[src/rtl/uart_pkg.sv]
`default_nettype none
`timescale 1ns/1ps
// ============================================================================
// Module   : uart_pkg
// Brief    : Shared UART encodings (baud select, parity type), rx FSM states.
// Revision : 1.0 - initial release
// ============================================================================
package uart_pkg;

    localparam logic [1:0] BAUD_SEL_2400  = 2'b00;
    localparam logic [1:0] BAUD_SEL_4800  = 2'b01;
    localparam logic [1:0] BAUD_SEL_9600  = 2'b10;
    localparam logic [1:0] BAUD_SEL_19200 = 2'b11;

    localparam int unsigned BAUD_2400  = 2400;
    localparam int unsigned BAUD_4800  = 4800;
    localparam int unsigned BAUD_9600  = 9600;
    localparam int unsigned BAUD_19200 = 19200;

    // 2'b11 is decoded as "no parity", same as the transmit path.
    localparam logic [1:0] PAR_NONE = 2'b00;
    localparam logic [1:0] PAR_ODD  = 2'b01;
    localparam logic [1:0] PAR_EVEN = 2'b10;

    localparam int unsigned OVERSAMPLE  = 16;
    localparam logic [3:0]  MID_SAMPLE  = 4'd7;
    localparam logic [3:0]  LAST_SAMPLE = 4'd15;

    typedef enum logic [2:0] {
        RX_IDLE   = 3'd0,
        RX_START  = 3'd1,
        RX_DATA   = 3'd2,
        RX_PARITY = 3'd3,
        RX_STOP   = 3'd4
    } rx_state_e;

    function automatic logic parity_enabled(input logic [1:0] ptype);
        return (ptype == PAR_ODD) || (ptype == PAR_EVEN);
    endfunction

endpackage
`default_nettype wire

[src/rtl/uart_rx_if.sv]
`default_nettype none
`timescale 1ns/1ps
// ============================================================================
// Module   : uart_rx_if
// Brief    : Configuration, serial input and parallel result of the UART rx.
// Revision : 1.0 - initial release
// ============================================================================
interface uart_rx_if;
    logic [1:0] baud_rate;
    logic [1:0] parity_type;
    logic       rx_in;
    logic [7:0] dout;
    logic       done;
    logic       receiving;
    logic       parity_error;
    logic       frame_error;

    modport master (
        output baud_rate, parity_type, rx_in,
        input  dout, done, receiving, parity_error, frame_error
    );

    modport slave (
        input  baud_rate, parity_type, rx_in,
        output dout, done, receiving, parity_error, frame_error
    );
endinterface
`default_nettype wire

[src/rtl/uart_rx_tick_gen.sv]
`default_nettype none
`timescale 1ns/1ps
// ============================================================================
// Module   : uart_rx_tick_gen
// Brief    : 16x oversampling tick generator with synchronous restart.
// Revision : 1.0 - initial release
// ============================================================================
module uart_rx_tick_gen #(
    parameter int unsigned CLK_FREQ   = 50_000_000,
    parameter int unsigned OVERSAMPLE = 16
) (
    input  wire logic       clk,
    input  wire logic       reset,
    input  wire logic [1:0] baud_sel_i,
    input  wire logic       restart_i,
    output logic            tick_o
);
    import uart_pkg::*;

    function automatic int unsigned divisor(input int unsigned baud);
        int unsigned raw;
        raw = CLK_FREQ / (baud * OVERSAMPLE);
        return (raw == 0) ? 1 : raw;
    endfunction

    localparam int unsigned DIV_2400  = divisor(BAUD_2400);
    localparam int unsigned DIV_4800  = divisor(BAUD_4800);
    localparam int unsigned DIV_9600  = divisor(BAUD_9600);
    localparam int unsigned DIV_19200 = divisor(BAUD_19200);
    localparam int unsigned CNT_W     = $clog2(DIV_2400 + 1);

    logic [CNT_W-1:0] term_cnt;
    logic [CNT_W-1:0] cnt_q;
    logic [1:0]       baud_prev_q;
    logic             restart;

    always_comb begin
        term_cnt = CNT_W'(DIV_2400 - 1);
        case (baud_sel_i)
            BAUD_SEL_4800:  term_cnt = CNT_W'(DIV_4800 - 1);
            BAUD_SEL_9600:  term_cnt = CNT_W'(DIV_9600 - 1);
            BAUD_SEL_19200: term_cnt = CNT_W'(DIV_19200 - 1);
            default:        term_cnt = CNT_W'(DIV_2400 - 1);
        endcase
    end

    // A rate change mid-count would otherwise leave the counter past its new terminal value.
    assign restart = restart_i || (baud_sel_i != baud_prev_q);
    assign tick_o  = !restart && (cnt_q == term_cnt);

    always_ff @(posedge clk or negedge reset) begin
        if (!reset) begin
            cnt_q       <= '0;
            baud_prev_q <= BAUD_SEL_2400;
        end else begin
            baud_prev_q <= baud_sel_i;
            if (restart || cnt_q == term_cnt) begin
                cnt_q <= '0;
            end else begin
                cnt_q <= cnt_q + 1'b1;
            end
        end
    end
endmodule
`default_nettype wire

[src/rtl/uart_rx_top.sv]
`default_nettype none
`timescale 1ns/1ps
// ============================================================================
// Module   : uart_rx_top
// Brief    : UART receiver: synchroniser, 16x oversampled frame FSM, parity/stop check.
// Revision : 1.0 - initial release
// ============================================================================
module uart_rx_top #(
    parameter int unsigned CLK_FREQ   = 50_000_000,
    parameter int unsigned OVERSAMPLE = 16
) (
    input  wire logic clk,
    input  wire logic reset,
    uart_rx_if.slave  bus
);
    import uart_pkg::*;

    logic       sync1_q, sync2_q, rx_prev_q;
    logic       rx_fall;
    logic       tick;
    logic [1:0] baud_eff;
    logic       parity_ones;

    rx_state_e  state_q, state_d;
    logic [3:0] sample_q, sample_d;
    logic [2:0] idx_q, idx_d;
    logic [7:0] shift_q, shift_d;
    logic [1:0] par_q, par_d;
    logic [1:0] baud_q, baud_d;
    logic       pbad_q, pbad_d;
    logic [7:0] dout_q, dout_d;
    logic       done_q, done_d;
    logic       perr_q, perr_d;
    logic       ferr_q, ferr_d;

    always_ff @(posedge clk or negedge reset) begin
        if (!reset) begin
            sync1_q   <= 1'b1;
            sync2_q   <= 1'b1;
            rx_prev_q <= 1'b1;
        end else begin
            sync1_q   <= bus.rx_in;
            sync2_q   <= sync1_q;
            rx_prev_q <= sync2_q;
        end
    end

    assign rx_fall = rx_prev_q && !sync2_q;

    // Until the frame is committed the live baud select drives the tick generator.
    assign baud_eff = (state_q == RX_IDLE || state_q == RX_START) ? bus.baud_rate : baud_q;

    uart_rx_tick_gen #(
        .CLK_FREQ   (CLK_FREQ),
        .OVERSAMPLE (OVERSAMPLE)
    ) u_tick_gen (
        .clk        (clk),
        .reset      (reset),
        .baud_sel_i (baud_eff),
        .restart_i  (state_q == RX_IDLE),
        .tick_o     (tick)
    );

    assign parity_ones = (^shift_q) ^ sync2_q;

    always_comb begin
        state_d  = state_q;
        sample_d = sample_q;
        idx_d    = idx_q;
        shift_d  = shift_q;
        par_d    = par_q;
        baud_d   = baud_q;
        pbad_d   = pbad_q;
        dout_d   = dout_q;
        done_d   = 1'b0;
        perr_d   = perr_q;
        ferr_d   = ferr_q;

        case (state_q)
            RX_IDLE: begin
                if (rx_fall) begin
                    state_d  = RX_START;
                    sample_d = '0;
                end
            end
            RX_START: begin
                if (tick) begin
                    if (sample_q == MID_SAMPLE) begin
                        sample_d = '0;
                        if (sync2_q) begin
                            state_d = RX_IDLE;
                        end else begin
                            state_d = RX_DATA;
                            idx_d   = '0;
                            par_d   = bus.parity_type;
                            baud_d  = bus.baud_rate;
                        end
                    end else begin
                        sample_d = sample_q + 4'd1;
                    end
                end
            end
            RX_DATA: begin
                if (tick) begin
                    if (sample_q == LAST_SAMPLE) begin
                        sample_d          = '0;
                        shift_d[idx_q]    = sync2_q;
                        if (idx_q == 3'd7) begin
                            state_d = parity_enabled(par_q) ? RX_PARITY : RX_STOP;
                        end else begin
                            idx_d = idx_q + 3'd1;
                        end
                    end else begin
                        sample_d = sample_q + 4'd1;
                    end
                end
            end
            RX_PARITY: begin
                if (tick) begin
                    if (sample_q == LAST_SAMPLE) begin
                        sample_d = '0;
                        pbad_d   = (par_q == PAR_ODD) ? !parity_ones : parity_ones;
                        state_d  = RX_STOP;
                    end else begin
                        sample_d = sample_q + 4'd1;
                    end
                end
            end
            RX_STOP: begin
                // Finish at mid stop bit so a following start edge is never missed.
                if (tick) begin
                    if (sample_q == LAST_SAMPLE) begin
                        sample_d = '0;
                        dout_d   = shift_q;
                        ferr_d   = !sync2_q;
                        perr_d   = parity_enabled(par_q) && pbad_q;
                        done_d   = 1'b1;
                        state_d  = RX_IDLE;
                    end else begin
                        sample_d = sample_q + 4'd1;
                    end
                end
            end
            default: state_d = RX_IDLE;
        endcase
    end

    always_ff @(posedge clk or negedge reset) begin
        if (!reset) begin
            state_q  <= RX_IDLE;
            sample_q <= '0;
            idx_q    <= '0;
            shift_q  <= '0;
            par_q    <= PAR_NONE;
            baud_q   <= BAUD_SEL_2400;
            pbad_q   <= 1'b0;
            dout_q   <= '0;
            done_q   <= 1'b0;
            perr_q   <= 1'b0;
            ferr_q   <= 1'b0;
        end else begin
            state_q  <= state_d;
            sample_q <= sample_d;
            idx_q    <= idx_d;
            shift_q  <= shift_d;
            par_q    <= par_d;
            baud_q   <= baud_d;
            pbad_q   <= pbad_d;
            dout_q   <= dout_d;
            done_q   <= done_d;
            perr_q   <= perr_d;
            ferr_q   <= ferr_d;
        end
    end

    assign bus.dout         = dout_q;
    assign bus.done         = done_q;
    assign bus.receiving    = (state_q != RX_IDLE);
    assign bus.parity_error = perr_q;
    assign bus.frame_error  = ferr_q;
endmodule
`default_nettype wire

[src/flat_wrapper.sv]
// flat-port wrapper written by rule: the top's interface ports become plain ports
module uart_rx_top_flat import uart_pkg::*;
#(
    parameter int unsigned CLK_FREQ   = 50_000_000,
    parameter int unsigned OVERSAMPLE = 16
)
  (clk, reset, bus_baud_rate, bus_parity_type, bus_rx_in, bus_dout, bus_done, bus_receiving, bus_parity_error, bus_frame_error);
  uart_rx_if bus_i ();
  input  wire logic clk;
  input  wire logic reset;
  input wire logic [$bits(bus_i.baud_rate)-1:0] bus_baud_rate;
  input wire logic [$bits(bus_i.parity_type)-1:0] bus_parity_type;
  input wire logic [$bits(bus_i.rx_in)-1:0] bus_rx_in;
  output wire logic [$bits(bus_i.dout)-1:0] bus_dout;
  output wire logic [$bits(bus_i.done)-1:0] bus_done;
  output wire logic [$bits(bus_i.receiving)-1:0] bus_receiving;
  output wire logic [$bits(bus_i.parity_error)-1:0] bus_parity_error;
  output wire logic [$bits(bus_i.frame_error)-1:0] bus_frame_error;
  assign bus_i.baud_rate = bus_baud_rate;
  assign bus_i.parity_type = bus_parity_type;
  assign bus_i.rx_in = bus_rx_in;
  assign bus_dout = bus_i.dout;
  assign bus_done = bus_i.done;
  assign bus_receiving = bus_i.receiving;
  assign bus_parity_error = bus_i.parity_error;
  assign bus_frame_error = bus_i.frame_error;
  uart_rx_top #(.CLK_FREQ(CLK_FREQ), .OVERSAMPLE(OVERSAMPLE)) u_core (.clk(clk), .reset(reset), .bus(bus_i));
endmodule
[config.mk]
export PLATFORM = sky130hd
export DESIGN_NAME = uart_rx_top_flat
export DESIGN_NICKNAME = d
export VERILOG_FILES = /design/src/rtl/uart_pkg.sv /design/src/rtl/uart_rx_if.sv /design/src/rtl/uart_rx_tick_gen.sv /design/src/rtl/uart_rx_top.sv /design/src/flat_wrapper.sv
export SDC_FILE = /design/constraint.sdc
export NUM_CORES = 1
export LEC_CHECK = 0
export ABC_AREA = 1
export CELL_PAD_IN_SITES_DETAIL_PLACEMENT = 1
export CELL_PAD_IN_SITES_GLOBAL_PLACEMENT = 1
export CORE_MARGIN = 2
export CORE_UTILIZATION = 47
export DETAILED_ROUTE_END_ITERATION = 8
export PLACE_DENSITY_LB_ADDON = 0.1
export SETUP_SLACK_MARGIN = 0.05
export SLEW_MARGIN = 20
export SYNTH_ARGS = -nofsm -noshare
export SYNTH_HDL_FRONTEND = slang
export SYNTH_HIERARCHICAL = 1
export SYNTH_SLANG_ARGS = --single-unit
[constraint.sdc]
create_clock -name clk -period 6.36 [get_ports clk]
set_clock_uncertainty 0.05 [all_clocks]
set_input_delay 1.272 -clock clk [delete_from_list [all_inputs] [get_ports clk]]
set_output_delay 1.272 -clock clk [all_outputs]
set_load 0.03 [all_outputs]
### Word-level counts from Yosys, hierarchy flattened

Cells that the tools add are included.

| operators by class | value |
|---|---|
| add/sub/neg operators | 3 |
| $mul | 0 |
| div/mod/pow operators | 0 |
| magnitude comparators | 2 |
| equality and inequality tests | 27 |
| shift-type cells | 0 |
| multiplexer cells | 36 |
| bitwise logic cells | 2 |
| reductions and logical operators | 24 |

Operators with widths:

| operator | count |
|---|---|
| $mux W3 | 17 |
| $pmux W11 S3 | 1 |
| $mux W4 | 5 |
| $ne A2 B1 Y1 const B | 10 |
| $pmux W3 S5 | 1 |
| $pmux W4 S3 | 1 |
| $add A11 B1 Y11 const B | 1 |
| $eq A11 B11 Y1 | 1 |
| $mux W11 | 1 |
| $reduce_and A10 Y1 | 1 |
| $reduce_and A3 Y1 | 3 |
| $bwmux W8 | 1 |
| $reduce_and A4 Y1 | 2 |
| $reduce_xor A8 Y1 | 1 |
| $reduce_and A7 Y1 | 1 |
| $eq A2 B2 Y1 const B | 3 |
| $eq A3 B2 Y1 const B | 2 |
| $eq A3 B3 Y1 const B | 2 |
| $ne A2 B2 Y1 const B | 3 |
| $pmux W3 S2 | 1 |
| $reduce_bool A3 Y1 | 2 |
| $mux W1 | 5 |
| $add A4 B1 Y4 const B | 1 |
| $eq A2 B1 Y1 const B | 2 |
| 17 further kinds | 26 |

| storage, ports and cells | value |
|---|---|
| bits in registers | 50 |
| bits in latches | 0 |
| RAM bits | 0 |
| memory bits (read-only) | 0 |
| bits of input ports | 7 |
| logic and storage cells | 110 |
| memories kept | 0 |

### Longest topological paths before layout

| depth | value |
|---|---|
| depth after elaboration | 9 |
| gate-level depth with buffers | 22 |
| gate-level depth less buffers | 21 |

### Cells and area by module

The synthesis kept the hierarchy.

By module, submodules not included:

| module | instances | cells each | area each (um^2) | sequential area each (um^2) |
|---|---|---|---|---|
| uart_rx_top | 1 | 237 | 1885.6 | 929.6 |
| uart_rx_tick_gen | 1 | 106 | 832.0 | 325.3 |

### Least setup slack after synthesis

OpenSTA, ideal clock, no wires.

| path | value |
|---|---|
| kind | input to register |
| from | input port bus_baud_rate[0] |
| to | register u_core.perr_q, in the netlist u_core/bus.parity_error |
| library setup time | 0.117 ns |
| arrival time | 3.375 ns |
| data required time | 6.193 ns |
| path slack | 2.818 ns |
| stages | 19 |
| buffers on the path | 1 |
| cell sequence | inv_1 > a21oi_1 > inv_2 > ha_1 > inv_1 > nand2_1 > nand2_1 > nand2_1 > nor2_1 > nand3_2 > nor2b_1 > inv_1 > nor2_4 > inv_2 > nor2_4 > inv_4 > buf_6 > nand2_1 > nand2_1 |

| between the ends | value |
|---|---|
| cells in the longest elaborated chain, start to end | 6 |
| elaborated cells on any way between the ends | 11 |
| those cells by class | eq/ne (5); mux (2); reduce/logical (4) |

RTL lines:

| element | RTL line | RTL |
|---|---|---|
| start: declaration | flat_wrapper.sv:11 | `input wire logic [$bits(bus_i.baud_rate)-1:0] bus_baud_rate;` |
| $mux W2 (*) | uart_rx_top.sv:51 | `assign baud_eff = (state_q == RX_IDLE \|\| state_q == RX_START) ? bus.baud_rate : baud_q;` |
| named net u_core.baud_eff[0] | uart_rx_top.sv:21 | `logic [1:0] baud_eff;` |
| $eq A2 B2 Y1, or another cell as far along | uart_rx_tick_gen.sv:39 | `case (baud_sel_i)` |
| $pmux W11 S3 / $logic_or A1 B1 Y1 (equally long branches) | uart_rx_tick_gen.sv:39, uart_rx_tick_gen.sv:48 |  |
| $eq A11 B11 Y1 / $logic_not A1 Y1 (equally long branches) | uart_rx_tick_gen.sv:49 | `assign tick_o = !restart && (cnt_q == term_cnt);` |
| $logic_and A1 B1 Y1 (*) | uart_rx_tick_gen.sv:49 |  |
| named net u_core.tick | uart_rx_top.sv:20 | `logic tick;` |
| $reduce_and A3 Y1 (no source line) (*) | n/a |  |
| end signal: assignment | uart_rx_top.sv:171 | `perr_q <= perr_d;` |
| end: declaration | uart_rx_top.sv:33 | `logic perr_q, perr_d;` |

The timed path passes the listed nets; every way through them passes the cells marked *.
A chain may end at the register's enable or synchronous reset.

### Worst setup path after layout

| path | value |
|---|---|
| from | input port bus_baud_rate[0] |
| to | register u_core.shift_q[1] |

| between the ends | value |
|---|---|
| cells in the longest elaborated chain, start to end | 6 |
| elaborated cells on any way between the ends | 11 |
| those cells by class | eq/ne (5); mux (2); reduce/logical (4) |

RTL lines:

| element | RTL line | RTL |
|---|---|---|
| $mux W2 (*) | uart_rx_top.sv:51 |  |
| named net u_core.baud_eff[0] | uart_rx_top.sv:21 |  |
| $eq A2 B2 Y1, or another cell as far along | uart_rx_tick_gen.sv:39 |  |
| $pmux W11 S3 / $logic_or A1 B1 Y1 (equally long branches) | uart_rx_tick_gen.sv:39, uart_rx_tick_gen.sv:48 |  |
| $eq A11 B11 Y1 / $logic_not A1 Y1 (equally long branches) | uart_rx_tick_gen.sv:49 |  |
| $logic_and A1 B1 Y1 (*) | uart_rx_tick_gen.sv:49 |  |
| named net u_core.tick | uart_rx_top.sv:20 |  |
| $reduce_and A3 Y1 (no source line) (*) | n/a |  |
| end signal: assignment | uart_rx_top.sv:165 | `shift_q <= shift_d;` |
| end: declaration | uart_rx_top.sv:27 | `logic [7:0] shift_q, shift_d;` |

Marked as above.

==> flow_summary.rst <==
.. list-table::
   :header-rows: 1

   * - Metric
     - Value
   * - Fraction of power consumed by combinational cells
     - 2.6%
   * - Clock buffer count from CTS
     - 5
   * - Cell area after technology mapping
     - 0.002718 sq mm
   * - Post-Synthesis Cells
     - 343
   * - I/O pin count
     - 19
   * - CP most frequent cell
     - sky130_fd_sc_hd__nand2_1
   * - Global routing usage summed across all routing layers
     - 21.61%
   * - Initial core utilization
     - 49.05%
   * - P&R area growth vs syn
     - 12.38%
   * - Type of element capturing the critical path
     - register
   * - Antenna violations before repair
     - 0
   * - Last weighted congestion value of the routability-driven placer
     - 0.7803
   * - Largest incremental delay on the critical path
     - 0.47 ns
   * - Portion of total power attributed to sequential cells
     - 60.7%
   * - TritonCTS clock tree
     - built
   * - Cell type of the slowest stage on the worst timing path
     - sky130_fd_sc_hd__clkdlybuf4s50_1
   * - Share of the cycle needed by the critical path after routing
     - 64.97%
   * - Worst setup path category
     - input port to register
   * - Standard-cell row count
     - 27
   * - Number of clock sinks
     - 50
   * - Seq/Total Area, Yosys
     - 46.18%
   * - Cell leakage power
     - 1.473 nW
   * - Number of search-and-repair iterations in the first detailed-routing pass
     - 4
   * - Tightest Pin Transition
     - 0.6412 ns
   * - Net switching share of the total power
     - 22.04%
   * - Cell at the root of the clock tree
     - sky130_fd_sc_hd__clkbuf_8
   * - Pin count of the biggest net entering global routing
     - 51
   * - Final Slew Violations
     - 0
   * - Max Cap Viol
     - 0
   * - Relative slew slack
     - 57.25%
   * - Grt ovf
     - 0
   * - Number of violations reported at the end of detailed-routing iteration 0
     - 86
   * - Quantity of gates resized following cts
     - 0
   * - GRT met2 Usage
     - 33.75%
   * - Vias in the first global route
     - 2269
   * - Flops & latches, synth
     - 50
   * - Most heavily used metal layer in global routing
     - met2
   * - R2r worst-path depth
     - 21
   * - Floorplan die area
     - 0.006406 sq mm
   * - Critical path buffer and inverter count
     - 6
   * - Mapped Avg Cell Area
     - 7.923 sq um
   * - Post-CTS Hold Fix Bufs
     - 0
   * - Number of vias after detailed routing
     - 2221
   * - Number of buffers on the longest clock path
     - 2
   * - Yosys warnings
     - 6
   * - Sequence of cells on the critical path
     - clkdlybuf4s50_1, inv_1, a21oi_1, inv_2, ha_1, inv_1, nand2_1, nand2_1, nand2_1, nor2_1, nand3_2, nor2b_1, inv_1, nor2_4, inv_2, nor2_4, nand3_1, nand2_1, o21ai_1
   * - Nets
     - 382
   * - Deepest level of the CTS H-tree
     - 2
   * - Antenna diodes
     - 0
   * - Library cell with the highest instance count after synthesis
     - sky130_fd_sc_hd__nand2_1
   * - Design area
     - 0.003054 sq mm
   * - Number of hold violations in the final report
     - 0
   * - Most numerous cell types in the synthesized netlist
     - sky130_fd_sc_hd__nand2_1 (108), sky130_fd_sc_hd__dfrtp_1 (47), sky130_fd_sc_hd__inv_1 (39), sky130_fd_sc_hd__nand3_1 (26), sky130_fd_sc_hd__nor2_1 (19)
   * - Power density cells
     - 172.8 mW/mm^2
   * - I/O Buffers
     - 18
   * - Total power
     - 527.7 uW
   * - Nets in the synthesized netlist
     - 359
   * - Status
     - completed
   * - Worst hold margin
     - 0.3151 ns
   * - Internal power component
     - 411.4 uW
   * - # placed instances
     - 431
   * - Chip width
     - 80.04 um
   * - Total cell area at the placement stage
     - 0.002963 sq mm
   * - Critical Path AT
     - 4.26 ns
   * - Vert. Die Dim
     - 80.04 um
   * - Final setup margin
     - 2.228 ns
   * - Cell family with the largest share of critical-path delay
     - simple AND/OR/NAND/NOR gates
   * - Data required time of the critical path
     - 6.49 ns
   * - Synth top area cells
     - sky130_fd_sc_hd__dfrtp_1 (43%), sky130_fd_sc_hd__nand2_1 (15%), sky130_fd_sc_hd__inv_1 (5.4%)
   * - Unrepaired setup endpoints after global routing
     - false
   * - Part of the total power dissipated in the clock network
     - 36.8%
   * - Post-route setup TNS
     - 0 ns
   * - Count of non-filler cells in the finished layout
     - 439
   * - Library cell with the largest summed area after synthesis
     - sky130_fd_sc_hd__dfrtp_1
   * - Number of nets with antenna violations after detailed routing
     - 0
   * - Number of vias per cell
     - 5.059
   * - Core ar.
     - 0.005540 sq mm
   * - Number of enable flip-flop cells after synthesis
     - 0
   * - Number of cells on the critical path
     - 19
   * - Met3 GRT Util
     - 4.412%
   * - Max Freq
     - 242.0 MHz
   * - Final Util
     - 55.13%
   * - Post-route minimum period
     - 4.132 ns
   * - Wire per inst
     - 14.08 um
   * - Clock transition at path regs
     - 0.09 ns
   * - Met1 capacity usage during global routing
     - 30.12%
   * - Worst ir drop on vdd
     - 0.1391 mV
   * - Hold WC Path Type
     - register to register
   * - Max FO, Critical Path
     - 8
   * - DRC violation count after routing
     - 0
   * - Startpoint types
     - input port
   * - Top flip-flop cell by instance count after synthesis
     - sky130_fd_sc_hd__dfrtp_1
   * - Wire length of the first global-routing pass
     - 10690 um
   * - Total routed wirelength
     - 6180 um
   * - Final setup violating endpoints
     - 0
   * - Number of distinct library cells after synthesis
     - 26
   * - Sw Pwr
     - 116.3 uW
   * - HPWL after DPL
     - 4659 um
   * - Share of layout cells above drive strength 1
     - 13.35%
   * - Worst setup slack before clock tree synthesis
     - 1.982 ns
   * - Asr flop ratio synth
     - 100.0%
   * - Post-CTS setup-driven buffer insertion count
     - 0
   * - Cell depth of the worst hold path
     - 0
   * - Share of Yosys cell area claimed by the top area cell type
     - 43.28%
   * - Clock latency reported for the late side of the worst-skew pair
     - 0.31 ns
[state kept, by name, summed over array words and instances, names as in the netlist, 2 cells and up]
signal,flops
u_core/baud_q,2
u_core/par_q,2
u_core/idx_q,3
u_core/sample_q,4
u_core/state_q,3
u_core/bus.dout,8
u_core/u_tick_gen/cnt_q,11
u_core/shift_q,8
u_core/u_tick_gen/baud_prev_q,2
[power groups by stage]
stage / combinational [mW] / sequential, mW / clock [mW]
after global routing: 0.0157 / 0.320 / 0.214
after global placement: 0.0135 / 0.326 / 0
final: 0.0136 / 0.320 / 0.194
after CTS: 0.0141 / 0.320 / 0.201
after floorplan: 0.00277 / 0.326 / 0
after detailed placement: 0.0140 / 0.326 / 0
[layout by cell type, fill, tap and decap left out, drive strengths merged, types with 2 or more instances in the layout]
master         count
clkdlybuf4s50     17
clkbuf             7
xor2               8
a21oi              9
nor2              37
dfrtp             47
o21ai             31
dfstp              3
xnor2              4
buf                2
nand2            111
nor3               2
ha                 9
inv               46
nand3             29
[worst reg2reg max path, cell delays in order, from the launching register on]
cell and delay, ns:
sky130_fd_sc_hd__dfrtp_1 0.45, sky130_fd_sc_hd__nor2_1 0.22, sky130_fd_sc_hd__nand2_2 0.13, sky130_fd_sc_hd__nand2_1 0.15, sky130_fd_sc_hd__nor2_1 0.06, sky130_fd_sc_hd__a21oi_1 0.45, sky130_fd_sc_hd__inv_2 0.15, sky130_fd_sc_hd__ha_1 0.34
sky130_fd_sc_hd__inv_1 0.06, sky130_fd_sc_hd__nand2_1 0.05, sky130_fd_sc_hd__nand2_1 0.07, sky130_fd_sc_hd__nand2_1 0.05, sky130_fd_sc_hd__nor2_1 0.12, sky130_fd_sc_hd__nand3_2 0.10, sky130_fd_sc_hd__nor2b_1 0.23, sky130_fd_sc_hd__inv_1 0.11
sky130_fd_sc_hd__nor2_4 0.15, sky130_fd_sc_hd__inv_2 0.09, sky130_fd_sc_hd__nor2_4 0.17, sky130_fd_sc_hd__nand3_1 0.15, sky130_fd_sc_hd__nand2_1 0.10, sky130_fd_sc_hd__o21ai_1 0.07
[path summary, 6_finish.rpt]
kind | slack, ns | end | startpoint
max | 2.23 | u_core/shift_q[1] | bus_baud_rate[0]
min | 0.32 | u_core/sync2_q | u_core/sync1_q
max reg2reg | 2.72 | u_core/shift_q[1] | u_core/state_q[0]
min reg2reg | 0.32 | u_core/sync2_q | u_core/sync1_q
max in group asynchronous | 4.82 | u_core/shift_q[1] | reset
min in group asynchronous | 1.02 | u_core/u_tick_gen/cnt_q[10] | reset
[kinds of logic after synthesis]
logic type      share of synthesized area, %
buf+inv                                7.458
xor+xnor                               3.867
flops                                  46.18
fa+ha+maj                              4.144
compound gates                         8.702
simple gates                           29.65
[routing by layer]
layer / up-vias / routed length [um]
li1: 1118 / -
met1: 1069 / 3107
met2: 24 / 2828
met3: 10 / 140
met4: 0 / 103
met5: - / 0
[area by class of cell]
type	count	area, sq um
Clock inverter	1	5.005
Inverter	46	175.2
Multi-Input combinational cell	244	1260
Clock buffer	7	86.33
Timing Repair Buffer	19	182.7
Tap cell	72	90.09
Sequential cell	50	1255
Fill cell	702	2486
(Power assumes the default switching activity.)
